File: src/rtl/usb_rx_deserializer_if.sv
// Line-side inputs and byte/framing outputs of the USB receive front end.
// master = deserializer, slave = line driver / packet consumer.
interface usb_rx_deserializer_if;
    logic       iDP;
    logic       iDM;
    logic       iIS_FS;
    logic       iEN;
    logic [7:0] oBYTE;
    logic       oBYTE_VLD;
    logic       oSOP;
    logic       oEOP;
    logic       oERR;
    logic       oACTIVE;

    modport master (
        input  iDP, iDM, iIS_FS, iEN,
        output oBYTE, oBYTE_VLD, oSOP, oEOP, oERR, oACTIVE
    );

    modport slave (
        output iDP, iDM, iIS_FS, iEN,
        input  oBYTE, oBYTE_VLD, oSOP, oEOP, oERR, oACTIVE
    );
endinterface

File: src/rtl/usb_rx_deserializer.sv
// USB receive front end: line synchronizer, mid-bit clock recovery, NRZI decode,
// SYNC/EOP framing, bit unstuffing and LSB-first byte assembly.
module usb_rx_deserializer #(
    parameter int LS_DIV       = 32,
    parameter int FS_DIV       = 4,
    parameter int SYNC_TIMEOUT = 16
) (
    input  logic                  iCLK,
    input  logic                  iRSTN,
    usb_rx_deserializer_if.master bus
);
    localparam int MAX_DIV = (LS_DIV > FS_DIV) ? LS_DIV : FS_DIV;
    localparam int PH_W    = $clog2(MAX_DIV);
    localparam int TO_W    = $clog2(SYNC_TIMEOUT + 1);

    localparam logic [PH_W-1:0] LS_HALF = PH_W'(LS_DIV / 2);
    localparam logic [PH_W-1:0] LS_LAST = PH_W'(LS_DIV - 1);
    localparam logic [PH_W-1:0] FS_HALF = PH_W'(FS_DIV / 2);
    localparam logic [PH_W-1:0] FS_LAST = PH_W'(FS_DIV - 1);
    localparam logic [TO_W-1:0] TO_LAST = TO_W'(SYNC_TIMEOUT - 1);

    typedef enum logic [2:0] {
        ST_IDLE,
        ST_SYNC,
        ST_DATA,
        ST_EOP,
        ST_ABORT
    } state_t;

    state_t          state_reg, state_next;
    logic [1:0]      line_raw;
    logic [1:0]      line_sync;
    logic [1:0]      line_hist_reg;
    logic [PH_W-1:0] phase_reg, phase_next;
    logic            fs_reg, fs_next;
    logic            prev_k_reg, prev_k_next;
    logic [2:0]      zero_cnt_reg, zero_cnt_next;
    logic [2:0]      ones_cnt_reg, ones_cnt_next;
    logic [2:0]      bit_cnt_reg, bit_cnt_next;
    logic [6:0]      shift_reg, shift_next;
    logic [TO_W-1:0] sync_cnt_reg, sync_cnt_next;
    logic            partial_reg, partial_next;
    logic            abort_se0_reg, abort_se0_next;
    logic [7:0]      byte_reg, byte_next;
    logic            vld_reg, vld_next;
    logic            sop_reg, sop_next;
    logic            eop_reg, eop_next;
    logic            err_reg, err_next;

    logic            mode_fs;
    logic [PH_W-1:0] div_half;
    logic [PH_W-1:0] div_last;
    logic            se0;
    logic            lvl_k;
    logic            is_j;
    logic            is_k;
    logic            dec_one;
    logic            tick;

    assign line_raw = {bus.iDP, bus.iDM};

    // Two-flop synchronizer per line; bit 1 = D+, bit 0 = D-.
    for (genvar gi = 0; gi < 2; gi++) begin : g_sync
        logic meta_reg;
        logic sync_reg;
        always_ff @(posedge iCLK or negedge iRSTN) begin
            if (!iRSTN) begin
                meta_reg <= 1'b0;
                sync_reg <= 1'b0;
            end else begin
                meta_reg <= line_raw[gi];
                sync_reg <= meta_reg;
            end
        end
        assign line_sync[gi] = sync_reg;
    end

    // Speed follows the input while idle and is frozen for the whole packet.
    assign mode_fs  = (state_reg == ST_IDLE) ? bus.iIS_FS : fs_reg;
    assign div_half = mode_fs ? FS_HALF : LS_HALF;
    assign div_last = mode_fs ? FS_LAST : LS_LAST;
    assign se0      = ~line_sync[1] & ~line_sync[0];
    assign lvl_k    = mode_fs ? line_sync[0] : line_sync[1];
    assign is_k     = lvl_k;
    assign is_j     = ~se0 & ~lvl_k;
    assign dec_one  = (lvl_k == prev_k_reg);

    always_comb begin
        tick       = 1'b0;
        phase_next = phase_reg - PH_W'(1);
        if (line_sync != line_hist_reg) begin
            phase_next = div_half;
        end else if (phase_reg == '0) begin
            tick       = 1'b1;
            phase_next = div_last;
        end
    end

    always_comb begin
        state_next     = state_reg;
        fs_next        = fs_reg;
        prev_k_next    = prev_k_reg;
        zero_cnt_next  = zero_cnt_reg;
        ones_cnt_next  = ones_cnt_reg;
        bit_cnt_next   = bit_cnt_reg;
        shift_next     = shift_reg;
        sync_cnt_next  = sync_cnt_reg;
        partial_next   = partial_reg;
        abort_se0_next = abort_se0_reg;
        byte_next      = byte_reg;
        vld_next       = 1'b0;
        sop_next       = 1'b0;
        eop_next       = 1'b0;
        err_next       = 1'b0;

        case (state_reg)
            ST_IDLE: begin
                if (tick && is_k) begin
                    state_next    = ST_SYNC;
                    fs_next       = bus.iIS_FS;
                    prev_k_next   = 1'b0;
                    zero_cnt_next = '0;
                    sync_cnt_next = '0;
                end
            end
            ST_SYNC: begin
                if (tick) begin
                    prev_k_next = lvl_k;
                    if (se0) begin
                        state_next = ST_IDLE;
                    end else if (dec_one && zero_cnt_reg >= 3'd5) begin
                        state_next    = ST_DATA;
                        sop_next      = 1'b1;
                        ones_cnt_next = '0;
                        bit_cnt_next  = '0;
                        shift_next    = '0;
                    end else begin
                        if (dec_one) begin
                            zero_cnt_next = '0;
                        end else if (zero_cnt_reg != 3'd7) begin
                            zero_cnt_next = zero_cnt_reg + 3'd1;
                        end
                        if (sync_cnt_reg == TO_LAST) begin
                            err_next   = 1'b1;
                            state_next = ST_IDLE;
                        end else begin
                            sync_cnt_next = sync_cnt_reg + TO_W'(1);
                        end
                    end
                end
            end
            ST_DATA: begin
                if (tick) begin
                    prev_k_next = lvl_k;
                    if (se0) begin
                        state_next   = ST_EOP;
                        partial_next = (bit_cnt_reg != 3'd0);
                    end else if (ones_cnt_reg == 3'd6) begin
                        // Bit after six ones is a stuff bit: must be a zero.
                        if (dec_one) begin
                            err_next       = 1'b1;
                            state_next     = ST_ABORT;
                            abort_se0_next = 1'b0;
                        end else begin
                            ones_cnt_next = '0;
                        end
                    end else begin
                        shift_next    = {dec_one, shift_reg[6:1]};
                        ones_cnt_next = dec_one ? ones_cnt_reg + 3'd1 : 3'd0;
                        bit_cnt_next  = bit_cnt_reg + 3'd1;
                        if (bit_cnt_reg == 3'd7) begin
                            byte_next = {dec_one, shift_reg};
                            vld_next  = 1'b1;
                        end
                    end
                end
            end
            ST_EOP: begin
                if (tick) begin
                    if (is_j) begin
                        eop_next   = 1'b1;
                        err_next   = partial_reg;
                        state_next = ST_IDLE;
                    end else if (is_k) begin
                        err_next       = 1'b1;
                        state_next     = ST_ABORT;
                        abort_se0_next = 1'b0;
                    end
                end
            end
            ST_ABORT: begin
                if (tick) begin
                    if (se0) begin
                        abort_se0_next = 1'b1;
                    end else if (is_j && abort_se0_reg) begin
                        state_next = ST_IDLE;
                    end
                end
            end
            default: begin
                state_next = ST_IDLE;
            end
        endcase

        if (!bus.iEN) begin
            state_next = ST_IDLE;
            byte_next  = byte_reg;
            vld_next   = 1'b0;
            sop_next   = 1'b0;
            eop_next   = 1'b0;
            err_next   = 1'b0;
        end
    end

    always_ff @(posedge iCLK or negedge iRSTN) begin
        if (!iRSTN) begin
            state_reg     <= ST_IDLE;
            line_hist_reg <= '0;
            phase_reg     <= '0;
            fs_reg        <= 1'b0;
            prev_k_reg    <= 1'b0;
            zero_cnt_reg  <= '0;
            ones_cnt_reg  <= '0;
            bit_cnt_reg   <= '0;
            shift_reg     <= '0;
            sync_cnt_reg  <= '0;
            partial_reg   <= 1'b0;
            abort_se0_reg <= 1'b0;
            byte_reg      <= '0;
            vld_reg       <= 1'b0;
            sop_reg       <= 1'b0;
            eop_reg       <= 1'b0;
            err_reg       <= 1'b0;
        end else begin
            state_reg     <= state_next;
            line_hist_reg <= line_sync;
            phase_reg     <= phase_next;
            fs_reg        <= fs_next;
            prev_k_reg    <= prev_k_next;
            zero_cnt_reg  <= zero_cnt_next;
            ones_cnt_reg  <= ones_cnt_next;
            bit_cnt_reg   <= bit_cnt_next;
            shift_reg     <= shift_next;
            sync_cnt_reg  <= sync_cnt_next;
            partial_reg   <= partial_next;
            abort_se0_reg <= abort_se0_next;
            byte_reg      <= byte_next;
            vld_reg       <= vld_next;
            sop_reg       <= sop_next;
            eop_reg       <= eop_next;
            err_reg       <= err_next;
        end
    end

    assign bus.oBYTE     = byte_reg;
    assign bus.oBYTE_VLD = vld_reg;
    assign bus.oSOP      = sop_reg;
    assign bus.oEOP      = eop_reg;
    assign bus.oERR      = err_reg;
    assign bus.oACTIVE   = (state_reg != ST_IDLE);
endmodule

File: src/flat_wrapper.sv
// flat-port wrapper written by rule: the top's interface ports become plain ports
module usb_rx_deserializer_flat 
#(
    parameter int LS_DIV       = 32,
    parameter int FS_DIV       = 4,
    parameter int SYNC_TIMEOUT = 16
)
  (iCLK, iRSTN, bus_iDP, bus_iDM, bus_iIS_FS, bus_iEN, bus_oBYTE, bus_oBYTE_VLD, bus_oSOP, bus_oEOP, bus_oERR, bus_oACTIVE);
  usb_rx_deserializer_if bus_i ();
  input  logic iCLK;
  input  logic iRSTN;
  input wire logic [$bits(bus_i.iDP)-1:0] bus_iDP;
  input wire logic [$bits(bus_i.iDM)-1:0] bus_iDM;
  input wire logic [$bits(bus_i.iIS_FS)-1:0] bus_iIS_FS;
  input wire logic [$bits(bus_i.iEN)-1:0] bus_iEN;
  output wire logic [$bits(bus_i.oBYTE)-1:0] bus_oBYTE;
  output wire logic [$bits(bus_i.oBYTE_VLD)-1:0] bus_oBYTE_VLD;
  output wire logic [$bits(bus_i.oSOP)-1:0] bus_oSOP;
  output wire logic [$bits(bus_i.oEOP)-1:0] bus_oEOP;
  output wire logic [$bits(bus_i.oERR)-1:0] bus_oERR;
  output wire logic [$bits(bus_i.oACTIVE)-1:0] bus_oACTIVE;
  assign bus_i.iDP = bus_iDP;
  assign bus_i.iDM = bus_iDM;
  assign bus_i.iIS_FS = bus_iIS_FS;
  assign bus_i.iEN = bus_iEN;
  assign bus_oBYTE = bus_i.oBYTE;
  assign bus_oBYTE_VLD = bus_i.oBYTE_VLD;
  assign bus_oSOP = bus_i.oSOP;
  assign bus_oEOP = bus_i.oEOP;
  assign bus_oERR = bus_i.oERR;
  assign bus_oACTIVE = bus_i.oACTIVE;
  usb_rx_deserializer #(.LS_DIV(LS_DIV), .FS_DIV(FS_DIV), .SYNC_TIMEOUT(SYNC_TIMEOUT)) u_core (.iCLK(iCLK), .iRSTN(iRSTN), .bus(bus_i));
endmodule
File: config.mk
export PLATFORM = sky130hd
export DESIGN_NAME = usb_rx_deserializer_flat
export DESIGN_NICKNAME = d
export VERILOG_FILES = /design/src/rtl/usb_rx_deserializer_if.sv /design/src/rtl/usb_rx_deserializer.sv /design/src/flat_wrapper.sv
export SDC_FILE = /design/constraint.sdc
export NUM_CORES = 1
export LEC_CHECK = 0
export CORE_MARGIN = 5
export CORE_UTILIZATION = 45
export CTS_BUF_LIST = sky130_fd_sc_hd__clkbuf_4
export DETAILED_ROUTE_END_ITERATION = 7
export PLACE_DENSITY_LB_ADDON = 0.25
export SLEW_MARGIN = 20
export SYNTH_ARGS = -nofsm -noshare
export SYNTH_HDL_FRONTEND = slang
export SYNTH_SLANG_ARGS = --single-unit
File: constraint.sdc
create_clock -name iCLK -period 6.4 [get_ports iCLK]
set_input_delay 1.28 -clock iCLK [delete_from_list [all_inputs] [get_ports iCLK]]
set_output_delay 1.28 -clock iCLK [all_outputs]
set_load 0.02 [all_outputs]
==> results.py <==
metrics = {
    "run_status": {
        "outcome": "finished, final reports clean",
    },
    "sta": {
        "fmax_ghz": 0.300,
        "fin_crit_sh": 0.521,
        "setup_viol": 0,
        "slew_headroom": 0.453,
        "timing.final.crit_period_ps": 3340,
        "setup_tns_ps": 0,
        "worstMarginPinSlew_ps": 818,
        "slew_violations": 0,
        "hold_violations": 0,
        "clock-skew-final_ps": 10.0,
        "rsz0062_at_grt": "false",
    },
    "cts": {
        "clkTransAtPathRegs_ps": 160,
        "cts_setup_buffers": 0,
        "clock_path_buffers": 2,
        "hold_buffers": 0,
        "numCtsBuffers": 5,
        "clock_latency_ps": 370,
        "cts.sinks": 51,
        "cts_tree": "built",
        "cts_resized": 0,
        "h-tree-depth": 2,
        "cts_root_buffer": "clkbuf_4",
    },
    "critical_path": {
        "critical_path.max_fanout": 22,
        "crit_type": "reg -> out",
        "cp.required_ps": 5120,
        "worstReg2RegEnd": "u_core.sync_cnt_reg[3]",
        "cp_data_arrival_time_ps": 2060,
        "r2r_slack_ps": 3390,
        "rr_startpoint": "u_core.phase_reg[0]",
        "crit_path_start_kind": "flop",
        "cp-end-kind": "output port",
        "worstRegToRegCells": 7,
    },
    "logic_synthesis": {
        "synth_seq_cells": 51,
        "synth_flop_cell": "dfrtp_1",
        "yosys.area.top_type_share": 0.460,
        "avgSynthCellArea_sq_um": 10.6,
        "syn_area_sq_um": 2780,
        "synth_nets": 279,
        "synthCells": 261,
        "synth_seq_area_share": 0.460,
        "ys_async_sr_fraction": 1.00,
        "ys_warn_count": 0,
        "synth_edf_count": 0,
        "synth.largest_area_cell": "dfrtp_1",
        "synth.most_common_cell": "dfrtp_1",
        "synth_common_cells": "dfrtp_1, inv_1, a21oi_1",
        "ys_types": 60,
        "ys_top_cells_by_area": "dfrtp_1, ha_1, mux2_2",
    },
    "drt": {
        "drt-pass1-iter-count": 4,
        "via_per_inst": 5.71,
        "post-route-drc-count": 0,
        "drt_wl_total_um": 5440,
        "ant_nets": 0,
        "wl_per_cell_um": 15.5,
        "vias": 2003,
        "drtIter0Drc": 120,
    },
    "pwr": {
        "total_power_w": 0.00102,
        "leakage_nw": 1.37,
        "power_density_nw_per_um2": 328,
        "ir_worst_vdd_mv": 0.118,
    },
    "layout": {
        "fillers": 548,
        "largest_register_ff_count": 8,
        "drive_gt1_frac": 0.138,
        "finish.net_count": 293,
        "area_growth_pct": 12.0,
        "num_antenna_cells": 0,
    },
    "global_routing": {
        "first_global_vias": 1927,
        "track_usage": 0.153,
        "antenna_found_initial": 0,
        "grt_max_degree": 52,
        "grt_first_pass_wirelength_um": 9400,
        "overflow": 0,
    },
    "floorplanning": {
        "die_x_um": 88.6,
        "initial_core_util": 0.466,
        "die_h_um": 88.6,
        "die_area_sq_um": 7840,
        "core_sq_um": 5960,
        "fp-row-count": 28,
        "io_pins": 19,
    },
    "worst_hold_path": {
        "hold_start": "u_core.g_sync[0].meta_reg",
        "hold_class": "reg -> reg",
        "hold_path_depth": 0,
        "whs_endpoint": "u_core.g_sync[0].sync_reg",
    },
    "placement": {
        "dpl.hpwl_um": 3970,
        "gp_congestion": 0.858,
        "portBuffers": 18,
    },
    "job": {
        "maxCapViolCount": 0,
    },
}
-- cells in the final DEF, fill, tap and decap left out, drive strengths merged, types with 2 or more instances in the layout --
cell type      instances
buf                    2
clkdlybuf4s50         17
a31oi                  6
nand3                  6
or2                    3
mux2                  13
bufinv                 2
nand2b                 5
a22o                   9
xnor2                  3
inv                   19
o41ai                  2
nor3b                  4
a311oi                 2
nor4b                  2
nor3                   8
nand2                 10
a21oi                 13
nor2                  12
and3                   5
clkbuf                 5
dfrtp                 51
xor2                   4
or4                    5
o22ai                  4
nand4                  2
mux2i                  9
nor2b                  3
ha                    12
o31ai                  4
o21ai                 11
a211oi                 2
o2bb2ai                2
-- metrics by stage --
| stage | cells | cell area, sq um | utilization | hold slack (ps) | setup slack, ps |
|---|---|---|---|---|---|
| after CTS | 351 | 3110 | 0.522 | 370 | 3050 |
| after floorplan | 261 | 2780 | - | 331 | 3580 |
| final | 351 | 3110 | 0.522 | 368 | 3060 |
| after global placement | 343 | 3000 | 0.504 | 333 | 2950 |
| after global routing | 351 | 3110 | 0.522 | 391 | 2940 |
| after detailed placement | 343 | 3000 | 0.504 | 336 | 2910 |
-- cell type report --
type	count	area (sq um)	area share
clock inverters	3	71.3	0.0229
clock buffers	5	37.5	0.0121
flip-flops and latches	51	1280	0.410
well taps	75	93.8	0.0302
inverters	18	67.6	0.0217
repair buffers	19	183	0.0587
multi-input cells	180	1380	0.444
-- worst max path at each step --
stage                              startpoint                endpoint  slack [ps]  cells after the start
after floorplan                    bus_iIS_FS  u_core.sync_cnt_reg[3]        3580                      5
after global placement             bus_iIS_FS  u_core.sync_cnt_reg[3]        2950                      6
after detailed placement           bus_iIS_FS  u_core.zero_cnt_reg[0]        2910                      6
after CTS                 u_core.state_reg[0]             bus_oACTIVE        3050                      3
after global routing      u_core.state_reg[0]             bus_oACTIVE        2940                      3
final                     u_core.state_reg[0]             bus_oACTIVE        3060                      3
-- report_power, final --
part / switching [W] / total, W / internal (W)
Combinational: 0.000182 / 0.000336 / 0.000154
Clock: 0.000108 / 0.000232 / 0.000124
Sequential: 0.0000750 / 0.000452 / 0.000377
Total: 0.000365 / 0.00102 / 0.000655
-- layer usage --
metal / track usage / part of all wire / up-vias
li1: - / - / 992
met1: 0.224 / 0.50 / 972
met2: 0.228 / 0.45 / 31
met3: 0.0307 / 0.030 / 8
met4: 0.0467 / 0.017 / 0
met5: 0 / 0 / -
-- critical path, cell delays in order (launching register included) --
cell and delay (ps):
dfrtp_1 820, nor3_4 120, inv_2 130, clkdlybuf4s50_1 610
-- logic make-up (layout without fill, tap and decap cells) --
kind of cell / Yosys count / after routing / share of synthesized area
AOI/OAI and AO/OA: 67 / 67 / 0.169
xor gates and xnor gates: 7 / 7 / 0.0248
adders and majority gates: 12 / 12 / 0.0541
buffers and inverters: 30 / 45 / 0.0428
DFF: 51 / 51 / 0.460
muxes: 22 / 22 / 0.0937
and+or+nand+nor: 72 / 72 / 0.156
Power figures use the tool's default switching activity.
